===== src/rtl/mux_scan_sequencer_if.sv =====
// Bundle of the upstream word handshake, the downstream 16:1 mux drive/return
// and the result handshake of the mux scan sequencer.
interface mux_scan_sequencer_if;
  logic        in_valid;
  logic        in_ready;
  logic [15:0] in_data;
  logic [15:0] mux_data;
  logic [3:0]  mux_sel;
  logic        mux_en;
  logic        mux_out;
  logic        out_valid;
  logic        out_ready;
  logic [15:0] out_data;
  logic [4:0]  out_errcnt;

  // The sequencer itself is the slave; the environment around it is the master.
  modport slave (
    input  in_valid, in_data, mux_out, out_ready,
    output in_ready, mux_data, mux_sel, mux_en, out_valid, out_data, out_errcnt
  );

  modport master (
    output in_valid, in_data, mux_out, out_ready,
    input  in_ready, mux_data, mux_sel, mux_en, out_valid, out_data, out_errcnt
  );
endinterface


===== src/rtl/mux_scan_sequencer.sv =====
// Drives a captured word into an external 16:1 mux, walks the select through all
// inputs (with optional settle cycles per select) and returns the sampled bits.
module mux_scan_sequencer #(
  parameter int unsigned SETTLE = 0
) (
  input logic                 clk,
  input logic                 rst_n,
  mux_scan_sequencer_if.slave bus
);

  typedef enum logic [1:0] {
    IDLE = 2'd0,
    SCAN = 2'd1,
    WAIT = 2'd2,
    DONE = 2'd3
  } state_t;

  localparam bit         HAS_WAIT  = (SETTLE != 0);
  localparam logic [1:0] WAIT_LAST = 2'((SETTLE != 0) ? SETTLE - 1 : 0);
  localparam state_t     STEP_ST   = HAS_WAIT ? WAIT : SCAN;

  state_t      state_q, state_d;
  logic [3:0]  sel_q, sel_d;
  logic [1:0]  wcnt_q, wcnt_d;
  logic [15:0] data_q, data_d;
  logic [15:0] odata_q, odata_d;
  logic [4:0]  err_q, err_d;

  function automatic logic [4:0] sat_inc(input logic [4:0] v);
    return (v >= 5'd16) ? 5'd16 : v + 5'd1;
  endfunction

  always_ff @(posedge clk or negedge rst_n) begin
    if (!rst_n) begin
      state_q <= IDLE;
      sel_q   <= 4'd0;
      wcnt_q  <= 2'd0;
      data_q  <= 16'd0;
      odata_q <= 16'd0;
      err_q   <= 5'd0;
    end else begin
      state_q <= state_d;
      sel_q   <= sel_d;
      wcnt_q  <= wcnt_d;
      data_q  <= data_d;
      odata_q <= odata_d;
      err_q   <= err_d;
    end
  end

  always_comb begin
    state_d = state_q;
    sel_d   = sel_q;
    wcnt_d  = wcnt_q;
    data_d  = data_q;
    odata_d = odata_q;
    err_d   = err_q;
    unique case (state_q)
      IDLE: begin
        if (bus.in_valid) begin
          data_d  = bus.in_data;
          sel_d   = 4'd0;
          wcnt_d  = 2'd0;
          odata_d = 16'd0;
          err_d   = 5'd0;
          state_d = STEP_ST;
        end
      end
      WAIT: begin
        if (wcnt_q == WAIT_LAST) begin
          wcnt_d  = 2'd0;
          state_d = SCAN;
        end else begin
          wcnt_d = wcnt_q + 2'd1;
        end
      end
      SCAN: begin
        odata_d[sel_q] = bus.mux_out;
        if (bus.mux_out != data_q[sel_q]) begin
          err_d = sat_inc(err_q);
        end
        // The last select is held so the mux input stays put while the result waits.
        if (sel_q == 4'd15) begin
          state_d = DONE;
        end else begin
          sel_d   = sel_q + 4'd1;
          state_d = STEP_ST;
        end
      end
      DONE: begin
        if (bus.out_ready) begin
          state_d = IDLE;
        end
      end
      default: state_d = IDLE;
    endcase
  end

  assign bus.in_ready   = (state_q == IDLE);
  assign bus.out_valid  = (state_q == DONE);
  assign bus.mux_en     = (state_q == SCAN) || (state_q == WAIT);
  assign bus.mux_sel    = sel_q;
  assign bus.mux_data   = data_q;
  assign bus.out_data   = odata_q;
  assign bus.out_errcnt = err_q;

endmodule

===== src/flat_wrapper.sv =====
// flat-port wrapper written by rule: the top's interface ports become plain ports
module mux_scan_sequencer_flat 
#(
  parameter int unsigned SETTLE = 0
)
  (clk, rst_n, bus_in_valid, bus_in_data, bus_mux_out, bus_out_ready, bus_in_ready, bus_mux_data, bus_mux_sel, bus_mux_en, bus_out_valid, bus_out_data, bus_out_errcnt);
  mux_scan_sequencer_if bus_i ();
  input logic clk;
  input logic rst_n;
  input wire logic [$bits(bus_i.in_valid)-1:0] bus_in_valid;
  input wire logic [$bits(bus_i.in_data)-1:0] bus_in_data;
  input wire logic [$bits(bus_i.mux_out)-1:0] bus_mux_out;
  input wire logic [$bits(bus_i.out_ready)-1:0] bus_out_ready;
  output wire logic [$bits(bus_i.in_ready)-1:0] bus_in_ready;
  output wire logic [$bits(bus_i.mux_data)-1:0] bus_mux_data;
  output wire logic [$bits(bus_i.mux_sel)-1:0] bus_mux_sel;
  output wire logic [$bits(bus_i.mux_en)-1:0] bus_mux_en;
  output wire logic [$bits(bus_i.out_valid)-1:0] bus_out_valid;
  output wire logic [$bits(bus_i.out_data)-1:0] bus_out_data;
  output wire logic [$bits(bus_i.out_errcnt)-1:0] bus_out_errcnt;
  assign bus_i.in_valid = bus_in_valid;
  assign bus_i.in_data = bus_in_data;
  assign bus_i.mux_out = bus_mux_out;
  assign bus_i.out_ready = bus_out_ready;
  assign bus_in_ready = bus_i.in_ready;
  assign bus_mux_data = bus_i.mux_data;
  assign bus_mux_sel = bus_i.mux_sel;
  assign bus_mux_en = bus_i.mux_en;
  assign bus_out_valid = bus_i.out_valid;
  assign bus_out_data = bus_i.out_data;
  assign bus_out_errcnt = bus_i.out_errcnt;
  mux_scan_sequencer #(.SETTLE(SETTLE)) u_core (.clk(clk), .rst_n(rst_n), .bus(bus_i));
endmodule

===== config.mk =====
export PLATFORM = sky130hd
export DESIGN_NAME = mux_scan_sequencer_flat
export DESIGN_NICKNAME = d
export VERILOG_FILES = /design/src/rtl/mux_scan_sequencer_if.sv /design/src/rtl/mux_scan_sequencer.sv /design/src/flat_wrapper.sv
export SDC_FILE = /design/constraint.sdc
export NUM_CORES = 1
export LEC_CHECK = 0
export CAP_MARGIN = 20
export CELL_PAD_IN_SITES_DETAIL_PLACEMENT = 0
export CELL_PAD_IN_SITES_GLOBAL_PLACEMENT = 1
export CORE_ASPECT_RATIO = 2
export CORE_UTILIZATION = 30
export CTS_CLUSTER_DIAMETER = 50
export DETAILED_ROUTE_END_ITERATION = 10
export HOLD_SLACK_MARGIN = 0.1
export PLACE_DENSITY = 0.66
export SLEW_MARGIN = 20
export SYNTH_ARGS = -nofsm -noshare
export SYNTH_HDL_FRONTEND = slang
export SYNTH_SLANG_ARGS = --single-unit

===== constraint.sdc =====
create_clock -name clk -period 3.02 [get_ports clk]
set_input_delay 0.604 -clock clk [delete_from_list [all_inputs] [get_ports clk]]
set_output_delay 0.604 -clock clk [all_outputs]
set_load 0.005 [all_outputs]

Word level (Yosys, flattened, before mapping)

Cells that the tools add are included.

Flip-flop bits (word level): 45
Bits of input ports: 21
Output and inout bits: 44
Logic and storage cells: 56

Add/sub/neg operators: 3
$lt $le $gt $ge: 3
Equal/unequal tests: 10
Muxes and demuxes: 22
Reductions and logical operators: 12

Operators with widths:

| operator            | number |
|---|---|
| $pmux 16 s2         | 1 |
| $bwmux 16           | 1 |
| $mux 16             | 1 |
| $mux 5              | 3 |
| $mux 2              | 6 |
| $pmux 5 s2          | 1 |
| $reduce_and 3->1    | 3 |
| $mux 4              | 2 |
| $pmux 2 s4          | 1 |
| $pmux 4 s2          | 1 |
| $ne 2x2->1 const B  | 3 |
| $reduce_and 2->1    | 3 |
| $add 5x1->5 const B | 1 |
| $ge 5x5->1 const B  | 1 |
| $lt 4x5->1 const B  | 1 |
| $add 4x1->4 const B | 1 |
| $bmux 1 s4          | 1 |
| $demux 1 s4         | 1 |
| $eq 2x2->1 const B  | 2 |
| $eq 4x4->1 const B  | 1 |
| $ge 4x1->1 const B  | 1 |
| $logic_not 2->1     | 2 |
| $ne 2x1->1 const B  | 2 |
| $pmux 2 s2          | 1 |
| other kinds (7)     | 9 |

Depth between registers and ports, before layout

Gate-level depths: netlist (run 1).

Depth after elaboration: 6
Depth in mapped cells: 7
Depth with buffers taken out: 7

Worst setup path after synthesis (run 1)

No wires, ideal clock.

Path kind: reg-to-reg
Start point: reg u_core.sel_q[0], in the netlist u_core.bus.mux_sel[0]
End point: reg u_core.err_q[2], in the netlist u_core.bus.out_errcnt[2]
Setup time: 110 ps
Arrival time: 2004 ps
Data required time: 2910 ps
Setup slack: 906 ps
Cell stages (with the launch flop): 8
Buffers on the path: 2
Period minus slack after synthesis: 2114 ps
Cell sequence: dfrtp_1 > buf_6 > buf_12 > mux2i_1 > mux4_2 > mux2i_2 > or3_1 > o41ai_1

Longest elaborated chain between the ends: 5

RTL lines:

| item                         | line                     | source |
|---|---|---|
| start, declared              | mux_scan_sequencer.sv:23 | `logic [3:0] sel_q, sel_d;` |
| start signal, assigned       | mux_scan_sequencer.sv:43 | `sel_q <= sel_d;` |
| $bmux 1 s4                   | mux_scan_sequencer.sv:79 | `if (bus.mux_out != data_q[sel_q]) begin` |
| $mux 1 (not written as such) | mux_scan_sequencer.sv:79 |  |
| $ne 1x1->1                   | mux_scan_sequencer.sv:79 |  |
| $ne 2x1->1 (no line)         | --                       |  |
| $reduce_and 3->1 (no line)   | --                       |  |
| end signal, assigned         | mux_scan_sequencer.sv:47 | `err_q <= err_d;` |
| end, declared                | mux_scan_sequencer.sv:27 | `logic [4:0] err_q, err_d;` |

Every way passes these cells. The select of a mux whose other input is x is not followed.
A chain may end at the register's enable or synchronous reset.

Worst setup path after layout (run 1)

Start point: reg u_core.sel_q[0], in the netlist u_core.bus.mux_sel[0]
End point: reg u_core.err_q[3], in the netlist u_core.bus.out_errcnt[3]

The elaborated chain is that of the path after synthesis.

==> impl_metrics.csv, run 1 <==
group,metric,value,unit
route,dr.pass1.iters,4,
sta,rsz0062_at_grt,"false",
route,drc,0,
clocking,worstSkewPairLatency,0.29,ns
synth,synthTopCellsByArea,"dfrtp_1 46%, o21ai_0 7.4%, mux2_2 7.4%",
cells_and_area,area_growth_syn_to_layout,34.8,%
clocking,htreeDepth,2,
critical_path,arrival,2.70,ns
floorplan,die_w,65.8,µm
cells_and_area,final_common_cell,"clkdlybuf4s50_1",
sta,setup_tns,0,ns
route,avgViaCountPerCell,5.01,
cells_and_area,fill_cells,757,
global_routing,antenna_found_initial,0,
synth,yosys_warnings,0,
clocking,cts_tree,"built",
synth,synth_top_area_cell,"dfrtp_1",
sta,finalCriticalPeriod,2.54,ns
sta,worst_pin_slew,0.861,ns
floorplan,num_io_pins,65,
synth,netlist_area,2440,µm²
critical_path,cp_slowest_cell,"dfrtp_1",
sta,slew_violations,0,
synth,yosys_register_bits,45,
pwr,p_leak,1.41,nW
clocking,clock_sinks,45,
floorplan,fp.dieH,130,µm
placed_design,dpl.hpwl,4.74,mm
route,wire_per_inst,16.9,µm
sta,clock-skew-final,0.00634,ns
synth,yosys_most_used_dff,"dfrtp_1",
cells_and_area,layout-drive-gt1-share,12.2,%
synth,ys_types,40,
clocking,clk_pin_slew,0.06,ns
floorplan,fp-row-count,46,
sta,final-hold-violation-count,0,
critical_path,cpPeakStageDelay,0.77,ns
critical_path,path_cells,"mux2i_1 > mux4_2 > mux2i_4 > or3_1 > o41ai_1",
cells_and_area,final_cell_mix,"63 x clkdlybuf4s50_1, 45 x dfrtp_1, 36 x o21ai_0",
critical_path,cp-start-kind,"flip-flop",
run_status,status,"complete, no violations",
route,vias,1917,
global_routing,grt_pass1_wl,10.4,mm
sta,fin_crit_sh,84.1,%
job,max_cap_violations,0,
min_path,holdCritPathClass,"input port to asynchronous set/reset pin",
floorplan,die_area,8510,µm²
clocking,cts_post_setup_buffers_inserted,0,
clocking,root_buffer,"clkbuf_16",
clocking,postCtsHoldBufs,0,
synth,synth_edf_count,0,
sta,fmax,394,MHz
route,detail-route-antenna-nets,0,
critical_path,endpoint_kind,"flip-flop",
cells_and_area,nets,321,
synth,ys_seq_area_share,46.2,%
global_routing,grt_max_degree,46,
clocking,cts_buffers,5,
pwr,p_per_area,1100,nW/µm²
cells_and_area,num_antenna_cells,0,
synth,netlist_instances,225,
critical_path,critPathRequiredTime,3.18,ns
sta,slew_headroom,42.4,%
synth,synth_async_sr_flop_share,100,%
global_routing,grt_pass1_vias,2090,
floorplan,core-area,7890,µm²
placed_design,io_buffers,64,
global_routing,track_usage,16.3,%
route,drt_iter0_drc,76,
sta,setup_viol,0,
floorplan,initial_utilization,30.9,%
critical_path,worst-setup-path-type,"flip-flop to flip-flop",
synth,syn_nets,258,
route,wl,6.48,mm
clocking,ctsResizeCount,0,
synth,synth_top_area_share,46.2,%
cells_and_area,finish.utilization,41.7,%
clocking,clk_path_buf_depth,2,
synth,syn_avg_cell_area,10.8,µm²
critical_path,cp_max_fo,17,
pwr,ir_drop,505,µV
global_routing,overflow,0,
placed_design,routabilityCongestion,0.801,
through the flow:
stage          area (µm²)  total power, mW  setup slack, ns  instances  hold WS, ns
2_1_floorplan        2440             2.26            0.906        225        0.308
3_3_place_gp         3150             3.08            0.656        377        0.486
3_5_place_dp         3150             3.11            0.557        377        0.485
4_1_cts              3280             3.65            0.458        383        0.499
5_1_grt              3290             3.89            0.199        383        0.368
6_report             3290             3.60            0.480        383        0.319
cell families after synthesis:
logic type / count (synthesis) / synth area share (%)
buf+inv: 23 / 4.57
flops: 45 / 46.2
simple gates: 42 / 9.08
fa+ha+maj: 12 / 6.16
mux: 32 / 15.9
compound gates: 71 / 18.2
worst max-delay path: cells and delay by family, from the launching register on:
family	cells	cell delay [ns]
flip-flops	1	0.77
multiplexers	3	0.94
AO/OA/AOI/OAI	1	0.31
AND/OR/NAND/NOR	1	0.39
cell usage after synthesis (4+ instances only):
cell type	n
a21oi_1	4
nand2_1	11
inv_1	11
nor2_1	6
a21boi_0	16
nor2b_1	5
clkbuf_1	8
nand2b_1	5
dfrtp_1	45
ha_1	12
nand3_1	5
o41ai_1	4
mux2i_1	11
mux2_2	16
o21ai_0	36
layer usage:
metal / track usage [%] / part of all wire [%] / routed length, µm / vias up
met4: 7.03 / 2.3 / 151 / 0
met5: 0 / 0 / 0 / -
met2: 30.5 / 58 / 3740 / 44
met1: 17.4 / 37 / 2380 / 940
li1: - / - / - / 922
met3: 2.55 / 3.1 / 201 / 11
sequential cells by signal (all words and copies together), names as in the netlist:
name and flops:
u_core.bus.mux_data 16, u_core.bus.mux_sel 4, u_core.bus.out_data 16, u_core.bus.out_errcnt 5
u_core.state_q 2, u_core.wcnt_q 2
area by class of cell:
| class | count | area [µm²] | area share (%) |
|---|---|---|---|
| clock buffer | 5 | 125 | 3.81 |
| timing repair buffer | 68 | 668 | 20.3 |
| inverter | 11 | 41.3 | 1.26 |
| tap | 96 | 120 | 3.65 |
| clock inverter | 1 | 5.00 | 0.152 |
| multi-input combinational | 157 | 1200 | 36.5 |
| sequential | 45 | 1130 | 34.3 |
final timing paths:
kind | start | endpoint | slack [ns] | cells past startpoint
min in group clk | u_core.wcnt_q[0] | u_core.wcnt_q[0] | 0.50 | 1
max reg2reg | u_core.bus.mux_sel[0] | u_core.bus.out_errcnt[3] | 0.48 | 5
min reg2reg | u_core.wcnt_q[0] | u_core.wcnt_q[0] | 0.50 | 1
max | u_core.bus.mux_sel[0] | u_core.bus.out_errcnt[3] | 0.48 | 5
min | rst_n | u_core.bus.mux_data[2] | 0.32 | 1
max in group asynchronous | rst_n | u_core.bus.out_data[10] | 2.29 | 1
where the power goes:
group / internal [mW] / leakage (nW) / total, mW / switching, mW
combinational: 1.08 / 0.773 / 1.96 / 0.879
clock: 0.296 / 0.0655 / 0.521 / 0.225
sequential: 0.844 / 0.574 / 1.12 / 0.274
total: 2.22 / 1.41 / 3.60 / 1.38
Note: power is estimated with default switching activity, not from simulation.
==> run 2: changes to the inputs <==
clock period = 2.35 ns   (was 3.02 ns; I/O delays follow)
==> run 2 against run 1 <==
  * Sequential power increased by 21%
  * Via count increased by 1.4%
  * Utilization increased by 1.4 points
  * Register-to-register slack got worse by 0.30 ns
  * Global-route usage decreased by 0.29 points
  * Worst hold slack got worse by 0.17 ns
  * Critical path depth decreased by 2
  * Combinational power increased by 38%
  * Total power increased by 34%
  * Setup slack got worse by 0.31 ns
  * Die area unchanged
  * Critical endpoint is now bus_in_ready
  * Clock skew decreased by 0.0034 ns
==> impl_metrics.csv, run 2 (same netlist as run 1, synthesis figures left out) <==
group,metric,value,unit
cells_and_area,final_common_cell,"clkdlybuf4s50_1",
sta,clock-skew-final,0.00292,ns
floorplan,num_io_pins,65,
sta,finalCriticalPeriod,2.19,ns
clocking,htreeDepth,2,
route,avgViaCountPerCell,4.97,
route,vias,1943,
critical_path,r2r_slack,0.18,ns
critical_path,critPathRequiredTime,1.88,ns
placed_design,routabilityCongestion,0.790,
job,max_cap_violations,0,
critical_path,worstRegToRegCells,6,
critical_path,cp-start-kind,"flip-flop",
cells_and_area,nets,327,
critical_path,arrival,1.72,ns
cells_and_area,num_antenna_cells,0,
clocking,clk_path_buf_depth,2,
route,wl,6.37,mm
critical_path,cpPeakStageDelay,0.58,ns
clocking,clock_sinks,45,
min_path,holdCritPathClass,"input port to asynchronous set/reset pin",
cells_and_area,final_cell_mix,"63 x clkdlybuf4s50_1, 45 x dfrtp_1, 36 x o21ai_0",
clocking,cts_tree,"built",
critical_path,endpoint_kind,"primary output",
route,drc,0,
floorplan,core-area,7890,µm²
sta,whs,0.151,ns
floorplan,die_w,65.8,µm
global_routing,overflow,0,
critical_path,r2r-end,"u_core.bus.out_errcnt[2]",
global_routing,grt_pass1_vias,1962,
clocking,postCtsHoldBufs,0,
pwr,p_leak,1.47,nW
clocking,cts_post_setup_buffers_inserted,0,
floorplan,fp.dieH,130,µm
placed_design,io_buffers,64,
route,drt_iter0_drc,67,
cells_and_area,fill_cells,748,
global_routing,grt_pass1_wl,10.1,mm
cells_and_area,area_growth_syn_to_layout,39.2,%
pwr,ir_drop,579,µV
sta,slew_violations,0,
placed_design,dp_slack,0.179,ns
sta,rsz0062_at_grt,"false",
floorplan,fp-row-count,46,
run_status,status,"complete, no violations",
route,detail-route-antenna-nets,0,
sta,fin_crit_sh,93.0,%
critical_path,r2r_start,"u_core.bus.mux_sel[0]",
cells_and_area,layout-drive-gt1-share,14.6,%
clocking,root_buffer,"clkbuf_16",
clocking,worstSkewPairLatency,0.28,ns
critical_path,path_cells,"inv_1 > ha_1 > clkdlybuf4s50_1",
pwr,p_per_area,1420,nW/µm²
critical_path,cp-startpoint,"u_core.state_q[1]",
critical_path,crit_end,"bus_in_ready",
global_routing,track_usage,16.1,%
cells_and_area,finish.utilization,43.0,%
clocking,cts_buffers,5,
sta,setup_tns,0,ns
critical_path,cp_slowest_cell,"clkdlybuf4s50_1",
route,dr.pass1.iters,4,
sta,fmax,458,MHz
global_routing,antenna_found_initial,0,
sta,worst_pin_slew,0.503,ns
sta,final-hold-violation-count,0,
sta,slew_headroom,65.5,%
clocking,clk_pin_slew,0.06,ns
route,wire_per_inst,16.3,µm
clocking,ctsResizeCount,0,
placed_design,dpl.hpwl,4.82,mm
sta,setup_viol,0,
floorplan,initial_utilization,30.9,%
critical_path,worst-setup-path-type,"flip-flop to primary output",
floorplan,die_area,8510,µm²
global_routing,grt_max_degree,46,
sta,layout_setup_ws,0.165,ns
critical_path,cp_max_fo,8,
[run 2: final cells by class]
| type | count | area, µm² | share of cell area [%] |
|---|---|---|---|
| multi-input cells | 157 | 1200 | 35.4 |
| flip-flops and latches | 45 | 1130 | 33.2 |
| repair buffers | 74 | 748 | 22.0 |
| inverters | 11 | 41.3 | 1.22 |
| clock buffers | 7 | 153 | 4.50 |
| clock inverters | 1 | 5.00 | 0.147 |
| well taps | 96 | 120 | 3.54 |
[run 2: per-layer routing]
layer / part of all wire (%) / vias to the layer above / GRT usage [%]
met5: 0 / - / 0
met4: 1.8 / 0 / 7.42
met3: 2.6 / 7 / 2.64
met2: 58 / 40 / 29.7
met1: 37 / 952 / 17.1
li1: - / 944 / -
[run 2: worst max-delay path: cells and delay by family (launching register included)]
family	cells	cell delay, ns
fa+ha+maj	1	0.35
flops	1	0.40
buf+inv	2	0.68
[run 2: worst min path at each step]
stage | endpoint
final | u_core.bus.mux_data[2]
after global routing | u_core.bus.mux_data[2]
after global placement | u_core.bus.out_errcnt[1]
after CTS | u_core.bus.mux_data[4]
after detailed placement | u_core.bus.out_errcnt[4]
after floorplan | u_core.bus.mux_data[0]
[run 2: metrics by stage]
step                std cells  power (mW)  instance area, µm²
floorplan                 225        2.91                2440
global route              391        5.17                3390
finish                    391        4.81                3390
global placement          383        4.08                3240
CTS                       391        4.88                3390
detailed placement        383        4.12                3240
[run 2: where the power goes]
group | internal (mW) | leakage (nW) | total [mW] | switching [mW]
Combinational | 1.48 | 0.814 | 2.71 | 1.23
Clock | 0.451 | 0.0799 | 0.745 | 0.294
Sequential | 1.09 | 0.574 | 1.36 | 0.269
Total | 3.01 | 1.47 | 4.81 | 1.79
==> run 3: changes to the inputs <==
CORE_MARGIN = 1   (was not set)
==> results of run 3 <==
The final DEF is identical to that of run 2; final timing and power are the same.
